### config.mk
export PLATFORM = sky130hd
export DESIGN_NAME = mem_access_ctrl
export DESIGN_NICKNAME = d
export VERILOG_FILES = /design/src/rtl/mem_access_ctrl_pkg.sv /design/src/rtl/mem_access_ctrl_load_format.sv /design/src/rtl/mem_access_ctrl.sv
export SDC_FILE = /design/constraint.sdc
export NUM_CORES = 1
export LEC_CHECK = 0
export BUFFER_PORTS_ARGS = -buffer_cell sky130_fd_sc_hd__clkbuf_2
export CAP_MARGIN = 20
export CELL_PAD_IN_SITES_DETAIL_PLACEMENT = 1
export CELL_PAD_IN_SITES_GLOBAL_PLACEMENT = 1
export CORE_MARGIN = 2
export CORE_UTILIZATION = 34
export DETAILED_ROUTE_END_ITERATION = 12
export PLACE_DENSITY_LB_ADDON = 0.15
export SYNTH_ARGS = -nofsm -noshare
export SYNTH_HDL_FRONTEND = slang
export SYNTH_HIERARCHICAL = 1
export SYNTH_SLANG_ARGS = --single-unit
### constraint.sdc
create_clock -name i_clk -period 2.2 [get_ports i_clk]
set_clock_uncertainty 0.15 [all_clocks]
set_input_delay 0.22 -clock i_clk [delete_from_list [all_inputs] [get_ports i_clk]]
set_output_delay 0.22 -clock i_clk [all_outputs]
set_load 0.01 [all_outputs]
### src/rtl/mem_access_ctrl_pkg.sv
// ============================================================================
// Module      : mem_access_ctrl_pkg
// Description : Shared parameters for the data-memory access controller:
//               dmem word-address width, access-width codes, FSM encodings.
// Revision    : 1.0 - initial release
// ============================================================================
`default_nettype none

package mem_access_ctrl_pkg;

    localparam int ADDRWIDTH = 10;

    localparam logic [1:0] WIDTH_BYTE = 2'b00;
    localparam logic [1:0] WIDTH_HALF = 2'b01;
    localparam logic [1:0] WIDTH_WORD = 2'b10;

    typedef enum logic [1:0] {
        ST_IDLE     = 2'd0,
        ST_LOAD     = 2'd1,
        ST_RMW_READ = 2'd2,
        ST_WRITE    = 2'd3
    } state_t;

    // The reserved width code behaves exactly like a word access.
    function automatic logic is_misaligned(input logic [1:0] width, input logic [1:0] offset);
        if (width == WIDTH_BYTE)
            return 1'b0;
        else if (width == WIDTH_HALF)
            return offset[0];
        else
            return (offset != 2'b00);
    endfunction

    function automatic logic [1:0] align_offset(input logic [1:0] width, input logic [1:0] offset);
        if (width == WIDTH_BYTE)
            return offset;
        else if (width == WIDTH_HALF)
            return {offset[1], 1'b0};
        else
            return 2'b00;
    endfunction

endpackage

`default_nettype wire

### src/rtl/mem_access_ctrl_load_format.sv
// ============================================================================
// Module      : mem_load_format
// Description : Combinational load formatter: selects the addressed byte or
//               half-word lane and sign- or zero-extends it to NB_DATA bits.
// Revision    : 1.0 - initial release
// ============================================================================
`default_nettype none

module mem_load_format
    import mem_access_ctrl_pkg::*;
#(
    parameter int NB_DATA = 32
) (
    input  logic [NB_DATA-1:0] i_word,
    input  logic [1:0]         i_offset,
    input  logic [1:0]         i_width,
    input  logic               i_unsigned,
    output logic [NB_DATA-1:0] o_data
);

    logic [15:0] w_half;
    logic [7:0]  w_byte;

    // Shifting the addressed lane down to bit 0 serves both byte and half.
    assign w_half = 16'(i_word >> {i_offset, 3'b000});
    assign w_byte = w_half[7:0];

    always_comb begin
        o_data = i_word;
        case (i_width)
            WIDTH_BYTE: o_data = {{(NB_DATA-8){~i_unsigned & w_byte[7]}}, w_byte};
            WIDTH_HALF: o_data = {{(NB_DATA-16){~i_unsigned & w_half[15]}}, w_half};
            default:    o_data = i_word;
        endcase
    end

endmodule

`default_nettype wire

### src/rtl/mem_access_ctrl.sv
// ============================================================================
// Module      : mem_access_ctrl
// Description : EX/MEM data-memory access controller with sub-word stores by
//               read-modify-write. Optional macro MEM_ALIGN_CHECK_EN rejects
//               misaligned requests instead of force-aligning them.
// Revision    : 1.0 - initial release
// ============================================================================
`default_nettype none

module mem_access_ctrl
    import mem_access_ctrl_pkg::*;
#(
    parameter int NB_DATA = 32
) (
    input  logic                 i_clk,
    input  logic                 i_reset,
    input  logic                 i_valid,
    input  logic                 i_mem_read,
    input  logic                 i_mem_write,
    input  logic [1:0]           i_width,
    input  logic                 i_unsigned,
    input  logic [31:0]          i_addr,
    input  logic [NB_DATA-1:0]   i_wdata,
    output logic                 o_dmem_enable,
    output logic                 o_dmem_read,
    output logic                 o_dmem_write,
    output logic [ADDRWIDTH-1:0] o_dmem_addr,
    output logic [NB_DATA-1:0]   o_dmem_wdata,
    input  logic [NB_DATA-1:0]   i_dmem_rdata,
    output logic                 o_stall,
    output logic [NB_DATA-1:0]   o_rdata,
    output logic                 o_rdata_valid,
    output logic                 o_misaligned
);

    state_t               r_state;
    logic [1:0]           r_width;
    logic [1:0]           r_offset;
    logic                 r_unsigned;
    logic [15:0]          r_sub_wdata;
    logic                 r_dmem_enable;
    logic                 r_dmem_read;
    logic                 r_dmem_write;
    logic [ADDRWIDTH-1:0] r_dmem_addr;
    logic [NB_DATA-1:0]   r_dmem_wdata;
    logic [NB_DATA-1:0]   r_rdata;
    logic                 r_rdata_valid;

    logic                 w_accept;
    logic                 w_reject;
    logic                 w_sub_word;
    logic [1:0]           w_offset;
    logic [NB_DATA-1:0]   w_load_data;
    logic [NB_DATA-1:0]   w_merged;
    logic                 w_unused_addr;

    assign w_unused_addr = ^i_addr[31:ADDRWIDTH+2];

    assign w_accept   = (r_state == ST_IDLE) && i_valid && (i_mem_read || i_mem_write);
    assign w_sub_word = (i_width == WIDTH_BYTE) || (i_width == WIDTH_HALF);

`ifdef MEM_ALIGN_CHECK_EN
    logic r_misaligned;
    assign w_reject     = is_misaligned(i_width, i_addr[1:0]);
    assign w_offset     = i_addr[1:0];
    assign o_misaligned = r_misaligned;
`else
    assign w_reject     = 1'b0;
    assign w_offset     = align_offset(i_width, i_addr[1:0]);
    assign o_misaligned = 1'b0;
`endif

    mem_load_format #(
        .NB_DATA    (NB_DATA)
    ) u_load_format (
        .i_word     (i_dmem_rdata),
        .i_offset   (r_offset),
        .i_width    (r_width),
        .i_unsigned (r_unsigned),
        .o_data     (w_load_data)
    );

    // Replace only the addressed lane(s) of the word read back from dmem.
    always_comb begin
        w_merged = i_dmem_rdata;
        for (int n = 0; n < NB_DATA/8; n++) begin
            if (n == int'(r_offset))
                w_merged[8*n +: 8] = r_sub_wdata[7:0];
            if ((r_width == WIDTH_HALF) && (n == int'(r_offset) + 1))
                w_merged[8*n +: 8] = r_sub_wdata[15:8];
        end
    end

    always_ff @(posedge i_clk) begin
        if (!i_reset) begin
            r_state       <= ST_IDLE;
            r_width       <= 2'b00;
            r_offset      <= 2'b00;
            r_unsigned    <= 1'b0;
            r_sub_wdata   <= '0;
            r_dmem_enable <= 1'b0;
            r_dmem_read   <= 1'b0;
            r_dmem_write  <= 1'b0;
            r_dmem_addr   <= '0;
            r_dmem_wdata  <= '0;
            r_rdata       <= '0;
            r_rdata_valid <= 1'b0;
`ifdef MEM_ALIGN_CHECK_EN
            r_misaligned  <= 1'b0;
`endif
        end else begin
            r_rdata_valid <= 1'b0;
`ifdef MEM_ALIGN_CHECK_EN
            r_misaligned  <= w_accept && w_reject;
`endif
            case (r_state)
                ST_IDLE: begin
                    if (w_accept && !w_reject) begin
                        r_width       <= i_width;
                        r_offset      <= w_offset;
                        r_unsigned    <= i_unsigned;
                        r_sub_wdata   <= i_wdata[15:0];
                        r_dmem_enable <= 1'b1;
                        r_dmem_addr   <= i_addr[ADDRWIDTH+1:2];
                        // A write wins when both read and write are requested.
                        if (!i_mem_write) begin
                            r_state     <= ST_LOAD;
                            r_dmem_read <= 1'b1;
                        end else if (w_sub_word) begin
                            r_state     <= ST_RMW_READ;
                            r_dmem_read <= 1'b1;
                        end else begin
                            r_state      <= ST_WRITE;
                            r_dmem_write <= 1'b1;
                            r_dmem_wdata <= i_wdata;
                        end
                    end
                end
                ST_LOAD: begin
                    r_rdata       <= w_load_data;
                    r_rdata_valid <= 1'b1;
                    r_dmem_enable <= 1'b0;
                    r_dmem_read   <= 1'b0;
                    r_state       <= ST_IDLE;
                end
                ST_RMW_READ: begin
                    r_dmem_read  <= 1'b0;
                    r_dmem_write <= 1'b1;
                    r_dmem_wdata <= w_merged;
                    r_state      <= ST_WRITE;
                end
                ST_WRITE: begin
                    r_dmem_enable <= 1'b0;
                    r_dmem_write  <= 1'b0;
                    r_state       <= ST_IDLE;
                end
                default: begin
                    r_dmem_enable <= 1'b0;
                    r_dmem_read   <= 1'b0;
                    r_dmem_write  <= 1'b0;
                    r_state       <= ST_IDLE;
                end
            endcase
        end
    end

    assign o_dmem_enable = r_dmem_enable;
    assign o_dmem_read   = r_dmem_read;
    assign o_dmem_write  = r_dmem_write;
    assign o_dmem_addr   = r_dmem_addr;
    assign o_dmem_wdata  = r_dmem_wdata;
    assign o_stall       = (r_state != ST_IDLE);
    assign o_rdata       = r_rdata;
    assign o_rdata_valid = r_rdata_valid;

endmodule

`default_nettype wire

==> summary.md <==
| Metric | Value |
|---|---|
| Final cell count without fillers | approximately 1100 |
| 1st-pass router iterations | 4 |
| Die Ht | roughly 130 µm |
| Synthesized area | roughly 5700 µm² |
| Critical Path Sink Type | flop |
| Max-Cap Viols | 0 |
| Register bit total from synthesis | just over 100 |
| CTS Buf Count | 9 |
| Vias in the first global route | between 5000 and 6000 |
| Max Fclk | approximately 470 MHz |
| Unique masters post-synth | between 40 and 50 |
| Final GP Congestion | 0.824 |
| Period utilisation layout | about 96% |
| Pin count of the biggest net entering global routing | 70 |
| Met1 Use GR | just under 30% |
| Via count | between 5000 and 6000 |
| Leading area contributor after synthesis | dfxtp_1 |
| GR Util met2 | between 30% and 40% |
| Bufs on Longest Clock Path | 2 |
| Clk Latency, worst-skew pair | roughly 0.35 ns |
| First-pass GRT wire length | ~32000 µm |
| Setup Viol. Count Final | 0 |
| RSZ-0062 raised after global routing | false |
| Layout cells sized above 1 | a little over a quarter |
| Initial DRC Count | between 200 and 250 |
| Initial antenna violation count | 0 |
| CORE AREA | 16500 µm² |
| Top cell type's share of synthesized area | between 30% and 40% |
| Post-DP HPWL | about 15000 µm |
| Critical Path RT | 2.30 ns |
| Post-synthesis net count | approximately 770 |
| Htree depth | 3 |
| Clock root cell | clkbuf_16 |
| Port bufs | between 150 and 200 |
| Avg Inst Size Synth | approximately 8.7 µm² |
| DRC Markers | 0 |
| Post-route setup TNS | 0 ns |
| Peak supply drop | 0.593 mV |
| Routed len/inst | between 15 and 20 µm |
| Most frequent cell after synthesis | nand2_1 |
| Arrival @ worst endpoint | around 2.2 ns |
| Routed Wire Length | 20800 µm |
| Fin nets | 940 |
| Yosys warns | 6 |
| Vias/cell | approximately 5.4 |
| Worst setup SP type | flop |
| Critical Setup Path Class | flop to flop |
| Largest cells by area after synthesis | dfxtp_1 35%, mux2i_1 9.5%, nand2_1 8.1% |
| DRT antenna net count | 0 |
| GRT overflow | 0 |
| HP Class | input port to flop |
| Worst-path clk slew | around 0.070 ns |
| Post-synth ARST share | 0% |
| Final core occ | between 40% and 50% |
| Pwr/cell area | 965 nW/µm² |
| Synth Flop Type | dfxtp_1 |
| Row cnt | 47 |
| Cells after synthesis | approximately 660 |
| Seq/Total Area, Yosys | between 30% and 40% |
| I/O Pins | 184 |
| Post-synth EDFFs | 0 |
| Die width | ~130 µm |
| Leak Pwr | ~3.1 nW |
| Status | completed |
| Initial Utilization | around 35% |
| Die footprint | ~18000 µm² |
| Area delta synth->final | 30.6% |
| Met3 Use GR | between 3 and 4% |
| Tot GR Track Use | between 20% and 30% |
| Post-synth top cells | 123 x nand2_1, 101 x dfxtp_1, 54 x mux2i_1 |
| Tmin final | between 2 and 2.5 ns |
| Fill count | about 2000 |
| GRT Max-Usage Layer | met2 |
| Crit-path max FO | 8 |
| Ant diodes | 0 |
| Slew at the pin closest to its max-slew limit | 0.596 ns |
| Final hold vios | 0 |
| Max-slew headroom | approximately three fifths |
| CTS tree | built |
| Slew Limit Fails | 0 |
| Dpl cells | roughly 1000 |
| # clock sinks | approximately 100 |
registers in the layout (all words and copies together), names as in the netlist:
signal / count
o_dmem_enable: 1
r_unsigned: 1
o_dmem_wdata: 32
o_dmem_addr: 10
o_dmem_read: 1
o_rdata_valid: 1
r_state: 2
r_offset: 2
r_sub_wdata: 16
o_dmem_write: 1
o_rdata: 32
r_width: 2
critical path: stages, from the launching register on:
cell and delay [ns]:
dfxtp_4 0.42, mux4_2 0.57, a221oi_4 0.33, buf_4 0.22, o21ai_0 0.09, mux2i_1 0.16, nor2b_1 0.06
repair_timing:
action / in CTS / in global routing
hold endpoints to repair: 34 / 0
gates resized for setup: 0 / 4
setup buffers: 0 / 1
hold buffers: 34 / 0
setup endpoints to repair: 0 / 16
cell families after synthesis:
kind of cell / count (synthesis) / synth area share, %
AND/OR/NAND/NOR: 225 / 20.1
adder cells (fa/ha/maj): 4 / 0.877
flip-flops: 101 / 35.4
multiplexers: 64 / 11.6
buffers and inverters: 72 / 6.55
AO/OA/AOI/OAI: 191 / 25.3
other: 1 / 0.0657
cell usage in the layout, fill, tap and decap left out, types with 6 or more instances in the layout:
master / Yosys / final
and4b_1: 10 / 10
o2111ai_1: 23 / 23
buf_4: 5 / 21
buf_12: 0 / 6
o21ai_1: 10 / 10
a32oi_1: 7 / 7
a21boi_0: 32 / 32
inv_1: 7 / 7
nor2_1: 11 / 11
o211a_1: 9 / 9
dfxtp_1: 101 / 99
o2bb2ai_1: 7 / 7
a22o_1: 31 / 31
mux2i_1: 54 / 54
o21a_1: 16 / 16
a21oi_1: 27 / 27
clkbuf_16: 0 / 11
o21ai_0: 11 / 11
nor4bb_1: 7 / 7
clkbuf_2: 0 / 162
dlygate4sd3_1: 0 / 34
mux2_2: 9 / 9
nand3_1: 18 / 18
nand2_1: 123 / 123
o31ai_1: 7 / 7
nor2b_1: 37 / 37
nand3b_1: 9 / 9
routing by layer:
metal,share of wire [%],vias up
met5,0,-
met4,3.0,0
met3,4.1,35
met2,47,166
met1,46,2791
li1,-,2731
power by group:
part           switching [mW]  leakage (nW)  internal (mW)  total (mW)
Clock                   0.717         0.156          0.993        1.71
Combinational            1.71          2.17           1.25        2.96
Sequential              0.300         0.824           2.22        2.52
Total                    2.73          3.15           4.47        7.20
layout make-up:
cell class                 count  area [µm²]  share of cell area [%]
inverter                       9        33.8                   0.453
clock inverter                 6        87.6                    1.17
sequential                   101        2030                    27.2
tap                          220         275                    3.69
multi-input combinational    485        3320                    44.5
clock buffer                   9         225                    3.02
timing repair buffer         226        1490                    20.0
worst paths after layout:
path	from	endpoint	slack (ns)	depth (start not counted)
setup / recovery	r_offset[1]$_SDFFE_PN0P_	o_rdata[19]$_SDFFE_PN0N_	0.08	6
hold / removal	i_addr[1]	r_offset[1]$_SDFFE_PN0P_	0.01	3
setup reg to reg	r_offset[1]$_SDFFE_PN0P_	o_rdata[19]$_SDFFE_PN0N_	0.08	6
hold reg to reg	o_dmem_addr[7]$_SDFFE_PN0P_	o_dmem_addr[7]$_SDFFE_PN0P_	0.32	2
metrics by stage:
step | area, µm² | hold slack (ns) | total power [mW] | worst slack (ns)
6_report | 7460 | 0.0105 | 7.20 | 0.0809
5_1_grt | 7460 | 0.0125 | 7.63 | 0.00178
4_1_cts | 7390 | 0.00816 | 7.22 | 0.0445
3_5_place_dp | 6730 | 0.307 | 5.44 | 0.0522
3_3_place_gp | 6730 | 0.302 | 5.33 | 0.118
2_1_floorplan | 5710 | 0.215 | 4.36 | 0.0694
No activity file was read; power rests on OpenSTA's default activity.
